[config.mk]
export PLATFORM = sky130hd
export DESIGN_NAME = dragster_line_capture
export DESIGN_NICKNAME = d
export VERILOG_FILES = /design/src/rtl/dragster_line_capture.sv
export SDC_FILE = /design/constraint.sdc
export NUM_CORES = 1
export LEC_CHECK = 0
export ABC_AREA = 1
export BUFFER_PORTS_ARGS = -buffer_cell sky130_fd_sc_hd__buf_4
export CORE_MARGIN = 5
export CORE_UTILIZATION = 65
export CTS_BUF_LIST = sky130_fd_sc_hd__clkbuf_4
export DETAILED_ROUTE_END_ITERATION = 16
export GPL_TIMING_DRIVEN = 0
export MAX_ROUTING_LAYER = met4
export PLACE_DENSITY = 0.84
export SLEW_MARGIN = 5
export SYNTH_ARGS = -nofsm -noshare
export SYNTH_HDL_FRONTEND = slang
export SYNTH_SLANG_ARGS = --single-unit
[constraint.sdc]
create_clock -name clk -period 6.8 [get_ports clk]
set_input_delay 0.68 -clock clk [delete_from_list [all_inputs] [get_ports clk]]
set_output_delay 0.68 -clock clk [all_outputs]
set_load 0.01 [all_outputs]
[src/rtl/dragster_line_capture.sv]
// dragster_line_capture: frames the Dragster sensor pixel stream into fixed-length
// lines. Pixels are buffered in a small FIFO and presented on a valid/ready stream
// with first/last markers.
// Ports:
//   clk, reset_n               clock, synchronous active-low reset
//   enable                     capture permitted (sensor configured)
//   line_start                 one-cycle line start strobe from the sensor interface
//   pix_data, pix_valid        sensor pixel input
//   m_data, m_valid, m_ready   output pixel stream (valid/ready)
//   m_first, m_last            output pixel is index 0 / LINE_LENGTH-1 of its line
//   line_count                 completed lines written to the FIFO (wraps)
//   overflow, line_error       sticky error flags, cleared only by reset
module dragster_line_capture #(
  parameter int unsigned PIXEL_WIDTH = 8,
  parameter int unsigned LINE_LENGTH = 1024,
  parameter int unsigned FIFO_DEPTH  = 16
) (
  input  logic                   clk,
  input  logic                   reset_n,
  input  logic                   enable,
  input  logic                   line_start,
  input  logic [PIXEL_WIDTH-1:0] pix_data,
  input  logic                   pix_valid,
  output logic [PIXEL_WIDTH-1:0] m_data,
  output logic                   m_valid,
  input  logic                   m_ready,
  output logic                   m_first,
  output logic                   m_last,
  output logic [15:0]            line_count,
  output logic                   overflow,
  output logic                   line_error
);

  localparam int unsigned IDX_W   = 16;
  localparam int unsigned PTR_W   = $clog2(FIFO_DEPTH);
  localparam int unsigned CNT_W   = PTR_W + 1;
  localparam int unsigned ENTRY_W = PIXEL_WIDTH + 2;
  localparam logic [IDX_W-1:0] LAST_IDX = IDX_W'(LINE_LENGTH - 1);
  localparam logic [CNT_W-1:0] FULL_CNT = CNT_W'(FIFO_DEPTH);

  typedef enum logic [1:0] {IDLE, WAIT_LINE, CAPTURE, DROP} state_t;

  state_t           state, state_n;
  logic [IDX_W-1:0] idx, idx_n, cur_idx;
  logic             push, push_first, push_last;
  logic             line_done, set_ovf, set_err;

  logic [ENTRY_W-1:0] mem [FIFO_DEPTH];
  logic [PTR_W-1:0]   wr_ptr, rd_ptr, rd_ptr_n;
  logic [CNT_W-1:0]   count, avail;
  logic               fifo_full, pop;

  // Capture control: line framing, error detection, FIFO write request
  always_comb begin
    state_n    = state;
    idx_n      = idx;
    cur_idx    = idx;
    push       = 1'b0;
    push_first = 1'b0;
    push_last  = 1'b0;
    line_done  = 1'b0;
    set_ovf    = 1'b0;
    set_err    = 1'b0;
    if (!enable) begin
      state_n = IDLE;
      idx_n   = '0;
    end else begin
      case (state)
        IDLE: state_n = WAIT_LINE;
        WAIT_LINE: begin
          if (line_start) begin
            state_n = CAPTURE;
            idx_n   = '0;
          end
        end
        CAPTURE: begin
          // A restart takes effect this cycle: a coincident pixel is pixel 0
          if (line_start) begin
            set_err = (idx != '0);
            cur_idx = '0;
          end
          idx_n = cur_idx;
          if (pix_valid) begin
            if (fifo_full) begin
              set_ovf = 1'b1;
              state_n = DROP;
            end else begin
              push       = 1'b1;
              push_first = (cur_idx == '0);
              push_last  = (cur_idx == LAST_IDX);
              if (cur_idx == LAST_IDX) begin
                line_done = 1'b1;
                state_n   = WAIT_LINE;
                idx_n     = '0;
              end else begin
                idx_n = cur_idx + 16'd1;
              end
            end
          end
        end
        DROP: begin
          if (line_start) begin
            state_n = CAPTURE;
            idx_n   = '0;
          end
        end
        default: state_n = IDLE;
      endcase
    end
  end

  // Control state, line counter and sticky flags
  always_ff @(posedge clk) begin
    if (!reset_n) begin
      state      <= IDLE;
      idx        <= '0;
      line_count <= '0;
      overflow   <= 1'b0;
      line_error <= 1'b0;
    end else begin
      state <= state_n;
      idx   <= idx_n;
      if (line_done) line_count <= line_count + 16'd1;
      if (set_ovf)   overflow   <= 1'b1;
      if (set_err)   line_error <= 1'b1;
    end
  end

  // Occupancy includes the entry shown on m_*; it leaves only on a transfer
  assign fifo_full = (count == FULL_CNT);
  assign pop       = m_valid & m_ready;
  assign rd_ptr_n  = rd_ptr + PTR_W'(pop);
  assign avail     = count - CNT_W'(pop);

  // FIFO storage
  always_ff @(posedge clk) begin
    if (push) mem[wr_ptr] <= {push_first, push_last, pix_data};
  end

  // FIFO pointers and registered output view of the head entry.
  // Only entries stored before this edge are shown, so a pixel written on
  // edge N appears after edge N+1 and there is no pix_* to m_* path.
  always_ff @(posedge clk) begin
    if (!reset_n) begin
      wr_ptr  <= '0;
      rd_ptr  <= '0;
      count   <= '0;
      m_valid <= 1'b0;
      m_data  <= '0;
      m_first <= 1'b0;
      m_last  <= 1'b0;
    end else begin
      wr_ptr  <= wr_ptr + PTR_W'(push);
      rd_ptr  <= rd_ptr_n;
      count   <= count + CNT_W'(push) - CNT_W'(pop);
      m_valid <= (avail != '0);
      if (avail != '0) {m_first, m_last, m_data} <= mem[rd_ptr_n];
    end
  end

endmodule
## After elaboration in Yosys (flattened, before gate mapping)

Memories as Yosys holds them, arrays and structs flattened. A register that Yosys moved wholly into a read port is not among the register bits.
Cells that the tools add are included.
Widths: inputs -> output; s select.

| word-level totals | value |
|---|---|
| logic and storage cells | 73 |
| bits of input ports | 14 |
| output and inout port bits | 29 |
| bits in registers | 50 |
| memories kept | 1 |
| RAM bits | 160 |

| operators by class | value |
|---|---|
| bitwise operators | 1 |
| reductions and logical operators | 9 |
| add/subtract/negate cells | 7 |
| equality and inequality tests | 8 |
| multiplexer cells | 38 |

Memories:

| memory | words | width | rd ports | clocked after memory_dff | write ports | RTL line | text |
|---|---|---|---|---|---|---|---|
| mem | 16 | 10 | 1 | 1 | 1 | 48 | `logic [ENTRY_W-1:0] mem [FIFO_DEPTH];` |

Operators by type and width:

| cell | count |
|---|---|
| $mux 16 | 6 |
| $add 16x1->16 const B | 2 |
| $pmux 16 s2 | 1 |
| $mux 1 | 26 |
| $eq 16x10->1 const B | 1 |
| $logic_not 16->1 | 1 |
| $reduce_bool 16->1 | 1 |
| $sub 5x1->5 | 2 |
| $add 4x1->4 | 2 |
| $mux 2 | 4 |
| $pmux 2 s3 | 1 |
| $add 5x1->5 | 1 |
| $eq 5x5->1 const B | 1 |
| $reduce_bool 5->1 | 1 |
| $eq 2x2->1 const B | 2 |
| $ne 3x3->1 const B | 1 |
| $reduce_and 3->1 | 1 |
| $eq 2x1->1 const B | 1 |
| $logic_not 2->1 | 1 |
| $ne 2x1->1 const B | 1 |
| $ne 2x2->1 const B | 1 |
| $reduce_and 2->1 | 1 |
| $reduce_bool 2->1 | 1 |
| $reduce_or 2->1 | 1 |
| other kinds (2) | 2 |

## Logic depth before layout (Yosys ltp)

Gate-level depths: netlist (run 1).

| logic depth | value |
|---|---|
| word-level depth | 9 |
| mapped depth | 15 |
| depth with buffers taken out | 14 |

## Worst setup path after synthesis (run 1)

No wires, ideal clock.

| timing | value |
|---|---|
| kind | input port to flip-flop |
| from | input port line_start |
| to | memory mem[0][9] (netlist bit), data pin |
| library setup time | 378 ps |
| required time | 6422 ps |
| buffers on the path | 1 |
| cell stages on the path | 6 |
| data arrival time | 2284 ps |
| slack | 4139 ps |
| cells stage by stage | clkbuf_1 nor2_1 inv_1 ha_1 nand3_1 nor4_1 |

| on the way | value |
|---|---|
| longest elaborated chain between the ends | 8 |

Ends and longest elaborated chain:

| item | RTL line | text |
|---|---|---|
| from (decl) | 21 | `input logic line_start,` |
| $mux 16 | n/a |  |
| $mux 16 | 68 | `case (state)` |
| $mux 16 | 64 | `if (!enable) begin` |
| $logic_not 16->1 | 89 | `push_first = (cur_idx == '0);` |
| $mux 1 | 84 | `if (fifo_full) begin` |
| $mux 1 | 83 | `if (pix_valid) begin` |
| $mux 1 | 68 |  |
| $mux 1 | 64 |  |
| net push_first | 45 | `logic push, push_first, push_last;` |
| to (decl) | 48 |  |

The timed path passes the listed nets, and every way through them passes these cells. The select of a mux whose other input is x is not followed.

## Final worst setup path (run 1)

| timing | value |
|---|---|
| from | register count[2] |
| to | memory mem[11][8] (netlist bit) (enable) |

| on the way | value |
|---|---|
| longest elaborated chain between the ends | 7 |

Ends and longest elaborated chain:

| item | RTL line | text |
|---|---|---|
| from (decl) | 50 | `logic [CNT_W-1:0] count, avail;` |
| from (signal assigned) | 155 | `count <= count + CNT_W'(push) - CNT_W'(pop);` |
| $eq 5x5->1 | 130 | `assign fifo_full = (count == FULL_CNT);` |
| $mux 1 | 84 |  |
| $mux 1 | 83 |  |
| $mux 1 | 68 |  |
| $mux 1 | 64 |  |
| $mux 1 | 137 | `if (push) mem[wr_ptr] <= {push_first, push_last, pix_data};` |
| $mux 1 (not written as such) | 137 |  |

No other way between the ends.

==> impl_metrics.py, run 1 <==
metrics = {
    "status": {
        "status": "complete, no violations",
    },
    "synth": {
        "syn_avg_cell_area_um2": 9.71,
        "synth_top_family_by_area": "simple AND/OR/NAND/NOR gates",
        "synth_fa_ha_area_share_pct": 2.23,
        "synth_warnings": 0,
        "yosysSeqAreaShare_pct": 60.9,
        "synthXorXnorAreaFrac_pct": 0.888,
        "synth-async-reset-ratio_pct": 0,
        "synth.distinct_cells": 33,
        "muxShareOfSynthArea_pct": 0,
        "netlist_instances": 1016,
        "synthFlopType": "edfxtp_1",
        "synth_seq_cells": 220,
        "synth_edf_count": 160,
        "syn-num-nets": 1047,
        "synth_compound_area_share_pct": 12.4,
        "yosys.area_share.simple_pct": 18.2,
        "synth_area_um2": 9870,
    },
    "floorplanning": {
        "fp.coreArea_um2": 15000,
        "row_count": 45,
        "die_w_um": 133,
        "die_y_um": 133,
        "start_util_pct": 65.6,
        "dieArea_um2": 17700,
        "io_pins": 43,
    },
    "placed_design": {
        "dp.cells": 1248,
        "gp_congestion": 0.957,
        "port_buffers": 42,
        "dp_slack_ns": 3.73,
        "dpl-instance-area_um2": 10400,
        "dp_hpwl_um": 16000,
    },
    "detailed_routing": {
        "vias_per_cell": 5.80,
        "firstDrtPassIters": 8,
        "drtAntennaViolNets": 0,
        "drc": 0,
        "wl_per_cell_um": 17.6,
        "vias": 7816,
        "drt_wl_total_um": 23600,
        "drtIter0Drc": 897,
    },
    "global_routing": {
        "grt_pass1_vias": 7391,
        "grt.total_usage_pct": 27.6,
        "grt_pass1_wl_um": 37500,
        "met3_usage_pct": 5.63,
        "grt.busiest_layer": "met2",
        "antenna_found_initial": 0,
        "grt_max_degree": 20,
        "gr-total-overflow": 0,
        "use_met2_pct": 42.4,
        "use_met1_pct": 36.5,
    },
    "worst_setup_path": {
        "path_class": "reg -> reg",
        "cp_num_cells": 7,
        "worst-path-max-fanout": 10,
        "r2r-start": "count[2]",
        "path_delay_family": "simple AND/OR/NAND/NOR gates",
        "endpoint": "mem[11][8]",
        "crit_required_ns": 7.06,
        "worstRegToRegCells": 7,
        "cp_slowest_cell": "nor2_1",
        "cp-start-kind": "flop",
        "end_kind": "flop",
        "worstSetupStartpoint": "count[2]",
        "arrival_ns": 2.93,
        "crit_chain": "inv_1 -> ha_1 -> nand2_1 -> nor3_4 -> nor2_4 -> nand3_1 -> nor2_1",
        "r2r_end": "mem[11][8]",
        "critPathMaxStageDelay_ns": 0.81,
        "cp_num_buf_inv": 1,
        "ff2ff_setup_slack_ns": 4.13,
    },
    "final_layout": {
        "final_common_cell": "nor2_1",
        "syn_to_final_growth_pct": 12.9,
        "drive_gt1_share_pct": 14.8,
        "most-common-layout-cells": "nor2_1 (196), edfxtp_1 (160), nand2_1 (118)",
        "nets": 1146,
        "diodes": 0,
        "fin_area_um2": 11100,
        "final-instance-count-excl-fill": 1347,
        "fin_util_pct": 74.1,
    },
    "timing": {
        "hold_slack_ns": 0.321,
        "slew-limit-headroom_pct": 32.7,
        "max_freq_mhz": 375,
        "finalCritPeriodShare_pct": 39.2,
        "fin_ws_ns": 4.13,
        "fin_tns_setup_ns": 0,
        "rsz0062_at_grt": "no",
        "final_hold_viol_count": 0,
        "tightest_slew_ns": 1.01,
        "fin_skew_ns": 0.0431,
        "period_needed_ns": 2.67,
        "final-max-slew-violation-count": 0,
        "setup_viol": 0,
    },
    "clocking": {
        "cts_buffer_depth": 3,
        "clock-sinks": 220,
        "hold_buffers": 0,
        "clock_latency_ns": 0.69,
        "path_clk_slew_ns": 0.08,
        "cts_tree": "built",
        "cts_resized": 0,
        "cts_inserted_buffers": 53,
        "post_cts_buffers": 0,
        "htreeDepth": 2,
        "cts_root_buf": "clkbuf_4",
    },
    "worst_hold_path": {
        "hp-class": "in -> reg",
    },
    "pwr": {
        "finalPower_mw": 3.50,
        "p_leak_nw": 4.17,
        "power_density_nw_per_um2": 314,
        "ir_worst_vdd_mv": 0.171,
    },
    "run": {
        "drv_cap": 0,
    },
}
cell type report:
type | count | area, um^2
Buffer | 41 | 169
Tap cell | 188 | 235
Clock inverter | 12 | 50.0
Clock buffer | 87 | 653
Inverter | 97 | 364
Fill cell | 1045 | 3890
Timing Repair Buffer | 44 | 330
Multi-Input combinational cell | 658 | 3330
Sequential cell | 220 | 6010
routing by layer:
metal,vias up,part of all wire (%)
met1,3600,40
met5,-,0
met4,0,3.2
met2,416,48
met3,67,9.7
li1,3733,-
registers in the layout, summed over array words and instances, names as in the netlist:
| name | flops |
|---|---|
| m_data | 8 |
| m_first | 1 |
| mem | 160 |
| line_count | 16 |
| count | 5 |
| wr_ptr | 4 |
| state | 2 |
| m_valid | 1 |
| idx | 16 |
| line_error | 1 |
| m_last | 1 |
| overflow | 1 |
| rd_ptr | 4 |
cell usage after synthesis, types with 4 or more instances:
cell type,number,area share [%]
inv_2,6,0.23
inv_1,90,3.4
ha_1,16,2.0
nor2_1,196,7.5
nor2_2,7,0.44
nor2_4,6,0.68
o21ai_0,116,5.9
a31oi_1,4,0.25
nand3b_1,12,0.91
xnor2_1,4,0.36
nand2_2,5,0.32
clkbuf_1,30,1.1
a21oi_1,37,1.9
nor4_1,5,0.32
o21ai_1,15,0.76
nor3_1,5,0.25
xor2_1,6,0.53
nand3_1,42,2.1
buf_1,4,0.15
nand4_1,14,0.89
edfxtp_1,160,49
o211ai_1,43,3.3
buf_2,6,0.30
nand2_1,118,4.5
dfxtp_1,60,12
report_power, final:
part	switching [mW]	internal (mW)
clock	0.512	0.578
combinational	0.629	0.278
sequential	0.0273	1.48
how the worst min path moves through the flow:
| stage | start | endpoint | cells after the start |
|---|---|---|---|
| 2_1_floorplan | state[1] | state[1] | 2 |
| 3_3_place_gp | line_error | line_error | 2 |
| 3_5_place_dp | line_error | line_error | 2 |
| 4_1_cts | pix_valid | overflow | 3 |
| 5_1_grt | enable | line_count[11] | 3 |
| 6_report | pix_data[0] | mem[10][0] | 1 |
cell families (layout without fill, tap and decap cells):
| kind of cell | Yosys count | after routing |
|---|---|---|
| and+or+nand+nor | 412 | 412 |
| DFF | 220 | 220 |
| AOI/OAI and AO/OA | 219 | 219 |
| buffers and inverters | 138 | 281 |
| adders and majority gates | 17 | 17 |
| xor gates and xnor gates | 10 | 10 |
No activity file was read; power rests on OpenSTA's default activity.
==> run 2, diff against run 1 <==
--- a/config.mk
+++ b/config.mk
@@ -8,12 +8,12 @@
 export ABC_AREA = 1
 export BUFFER_PORTS_ARGS = -buffer_cell sky130_fd_sc_hd__buf_4
 export CORE_MARGIN = 5
-export CORE_UTILIZATION = 65
+export CORE_UTILIZATION = 58
 export CTS_BUF_LIST = sky130_fd_sc_hd__clkbuf_4
 export DETAILED_ROUTE_END_ITERATION = 16
 export GPL_TIMING_DRIVEN = 0
 export MAX_ROUTING_LAYER = met4
-export PLACE_DENSITY = 0.84
+export PLACE_DENSITY = 0.8
 export SLEW_MARGIN = 5
 export SYNTH_ARGS = -nofsm -noshare
 export SYNTH_HDL_FRONTEND = slang
==> constraint.sdc (replaced) <==
create_clock -name clk -period 2.3 [get_ports clk]
set_input_delay 0.23 -clock clk [delete_from_list [all_inputs] [get_ports clk]]
set_output_delay 0.23 -clock clk [all_outputs]
set_load 0.01 [all_outputs]
==> run 2 against run 1 <==
Effect of this change:
- sequential power grew to 3.0 times the previous value
- combinational power increased to 3.4 times the previous value
- non-clock buffer count is 29 higher
- worst setup slack lost 4.2 ns
- the flow now finishes with violations (negative setup slack)
- final cell count increased by 4.8%
- sequential share of layout area shrank 3.2 points
- worst hold slack lost 0.24 ns
- count of clock-buffer cells in the layout down 11
- fmax is 15% higher
==> impl_metrics.py, run 2 (same netlist as run 1, synthesis figures left out) <==
metrics = {
    "final_layout": {
        "fin_util_pct": 71.3,
        "top_regs": "mem: 160 flops, idx: 16 flops, line_count: 16 flops",
        "most-common-layout-cells": "nor2_1 (180), edfxtp_1 (160), nand2_1 (114)",
        "nets": 1176,
        "drive_gt1_share_pct": 20.7,
        "syn_to_final_growth_pct": 20.2,
        "final_common_cell": "nor2_1",
        "top_register": "mem",
        "final-instance-count-excl-fill": 1411,
        "largest_reg_flops": 160,
    },
    "worst_setup_path": {
        "path_delay_family": "compound AO/OA/AOI/OAI gates",
        "cp_num_buf_inv": 4,
        "path_class": "reg -> reg",
        "worstSetupStartpoint": "m_valid",
        "critPathMaxStageDelay_ns": 0.44,
        "cp-start-kind": "flop",
        "worstRegToRegCells": 12,
        "worst-path-max-fanout": 10,
        "arrival_ns": 2.93,
        "crit_required_ns": 2.91,
        "ff2ff_setup_slack_ns": -0.02,
        "r2r_end": "m_first",
        "end_kind": "flop",
        "crit_chain": "nand2_2 -> inv_2 -> ha_4 -> ha_4 -> clkbuf_4 -> buf_4 -> o21ai_0 -> o21ai_0 -> o211ai_1 -> nand3_1 -> nand2_1 -> inv_1",
        "r2r-start": "m_valid",
        "cp_num_cells": 12,
        "cp_slowest_cell": "o21ai_0",
    },
    "floorplanning": {
        "dieArea_um2": 19700,
        "die_y_um": 140,
        "io_pins": 43,
        "start_util_pct": 59.3,
        "die_w_um": 140,
        "row_count": 47,
        "fp.coreArea_um2": 16600,
    },
    "global_routing": {
        "grt_max_degree": 17,
        "gr-total-overflow": 0,
        "grt.total_usage_pct": 25.2,
        "grt_pass1_wl_um": 38400,
        "grt_pass1_vias": 7659,
        "antenna_found_initial": 1,
    },
    "pwr": {
        "p_leak_nw": 4.41,
        "power_density_nw_per_um2": 903,
        "ir_worst_vdd_mv": 0.602,
    },
    "placed_design": {
        "gp_congestion": 0.931,
        "dp_hpwl_um": 15900,
        "port_buffers": 42,
        "dp.cells": 1278,
    },
    "worst_hold_path": {
        "hp-class": "in -> reg",
        "holdPathStages": 5,
        "hp-start": "line_start",
        "holdPathEnd": "idx[7]",
    },
    "timing": {
        "finalCritPeriodShare_pct": 101,
        "fin_skew_ns": 0.0526,
        "fin_tns_setup_ns": -0.0191,
        "period_needed_ns": 2.32,
        "fin_ws_ns": -0.0191,
        "slew-limit-headroom_pct": 56.1,
        "setup_viol": 1,
        "max_freq_mhz": 431,
        "final-max-slew-violation-count": 0,
        "final_hold_viol_count": 0,
        "rsz0062_at_grt": "yes",
        "tightest_slew_ns": 0.656,
    },
    "clocking": {
        "path_clk_slew_ns": 0.07,
        "clock_latency_ns": 0.69,
        "cts_buffer_depth": 3,
        "htreeDepth": 2,
        "cts_tree": "built",
        "cts_inserted_buffers": 54,
        "clock-sinks": 220,
        "cts_root_buf": "clkbuf_4",
    },
    "detailed_routing": {
        "firstDrtPassIters": 5,
        "vias": 8003,
        "drt_wl_total_um": 25200,
        "vias_per_cell": 5.67,
        "drtIter0Drc": 715,
        "wl_per_cell_um": 17.9,
        "drtAntennaViolNets": 0,
        "drc": 0,
    },
    "status": {
        "violations": "negative setup slack",
        "status": "complete, but fails checks",
    },
    "run": {
        "drv_cap": 0,
    },
}
run 2: metrics by stage:
| stage | hold slack, ns | worst slack (ns) | total power [mW] | cell area (um^2) |
|---|---|---|---|---|
| final | 0.0822 | -0.0191 | 10.7 | 11900 |
| after detailed placement | 0.441 | -0.536 | 7.18 | 10500 |
| after global routing | 0.0839 | -0.132 | 11.3 | 11900 |
| after CTS | 0.0475 | -0.0552 | 10.4 | 11500 |
| after global placement | 0.440 | -0.445 | 7.11 | 10500 |
| after floorplan | 0.329 | 0.188 | 6.23 | 9870 |
run 2: where the power goes:
group          leakage [nW]  switching (mW)  internal, mW  total [mW]
logic                  2.04            2.02          1.07        3.10
clock network         0.412            1.59          1.56        3.15
registers              1.96           0.103          4.37        4.47
total                  4.41            3.71          7.00        10.7
run 2: metal layers:
layer | global-route usage [%] | wire length (um) | up-vias | share of wire (%)
met2 | 41.5 | 12700 | 357 | 50
met3 | 4.81 | 1780 | 64 | 7.1
li1 | - | - | 3796 | -
met4 | 8.82 | 777 | 0 | 3.1
met5 | - | 0 | - | 0
met1 | 31.3 | 9930 | 3786 | 39
run 2: worst max path at each step:
stage and endpoint:
5_1_grt count[4], 2_1_floorplan count[4], 4_1_cts mem[0][7], 3_3_place_gp mem[9][9], 6_report m_first, 3_5_place_dp mem[9][9]
run 2: area by class of cell:
class | instances | area (um^2)
Antenna cell | 1 | 2.50
Multi-Input combinational cell | 658 | 3580
Clock inverter | 25 | 119
Inverter | 97 | 369
Timing Repair Buffer | 73 | 667
Buffer | 41 | 265
Sequential cell | 220 | 6010
Clock buffer | 76 | 571
Tap cell | 220 | 275
Fill cell | 1178 | 4780
run 2: worst register-to-register path: cells and delay by family (launching register included):
kind | cells | cell delay (ns)
compound gates | 3 | 0.77
fa+ha+maj | 2 | 0.45
buf+inv | 4 | 0.44
flops | 1 | 0.33
simple gates | 3 | 0.28
run 2: timing repair:
action,4_1_cts,5_1_grt
setup buffers,7,11
resized for setup,61,65
pin swaps,8,20
cloned,1,1
endpoints found under the hold margin,136,0
hold buffers,11,0
setup endpoints to repair,188,178
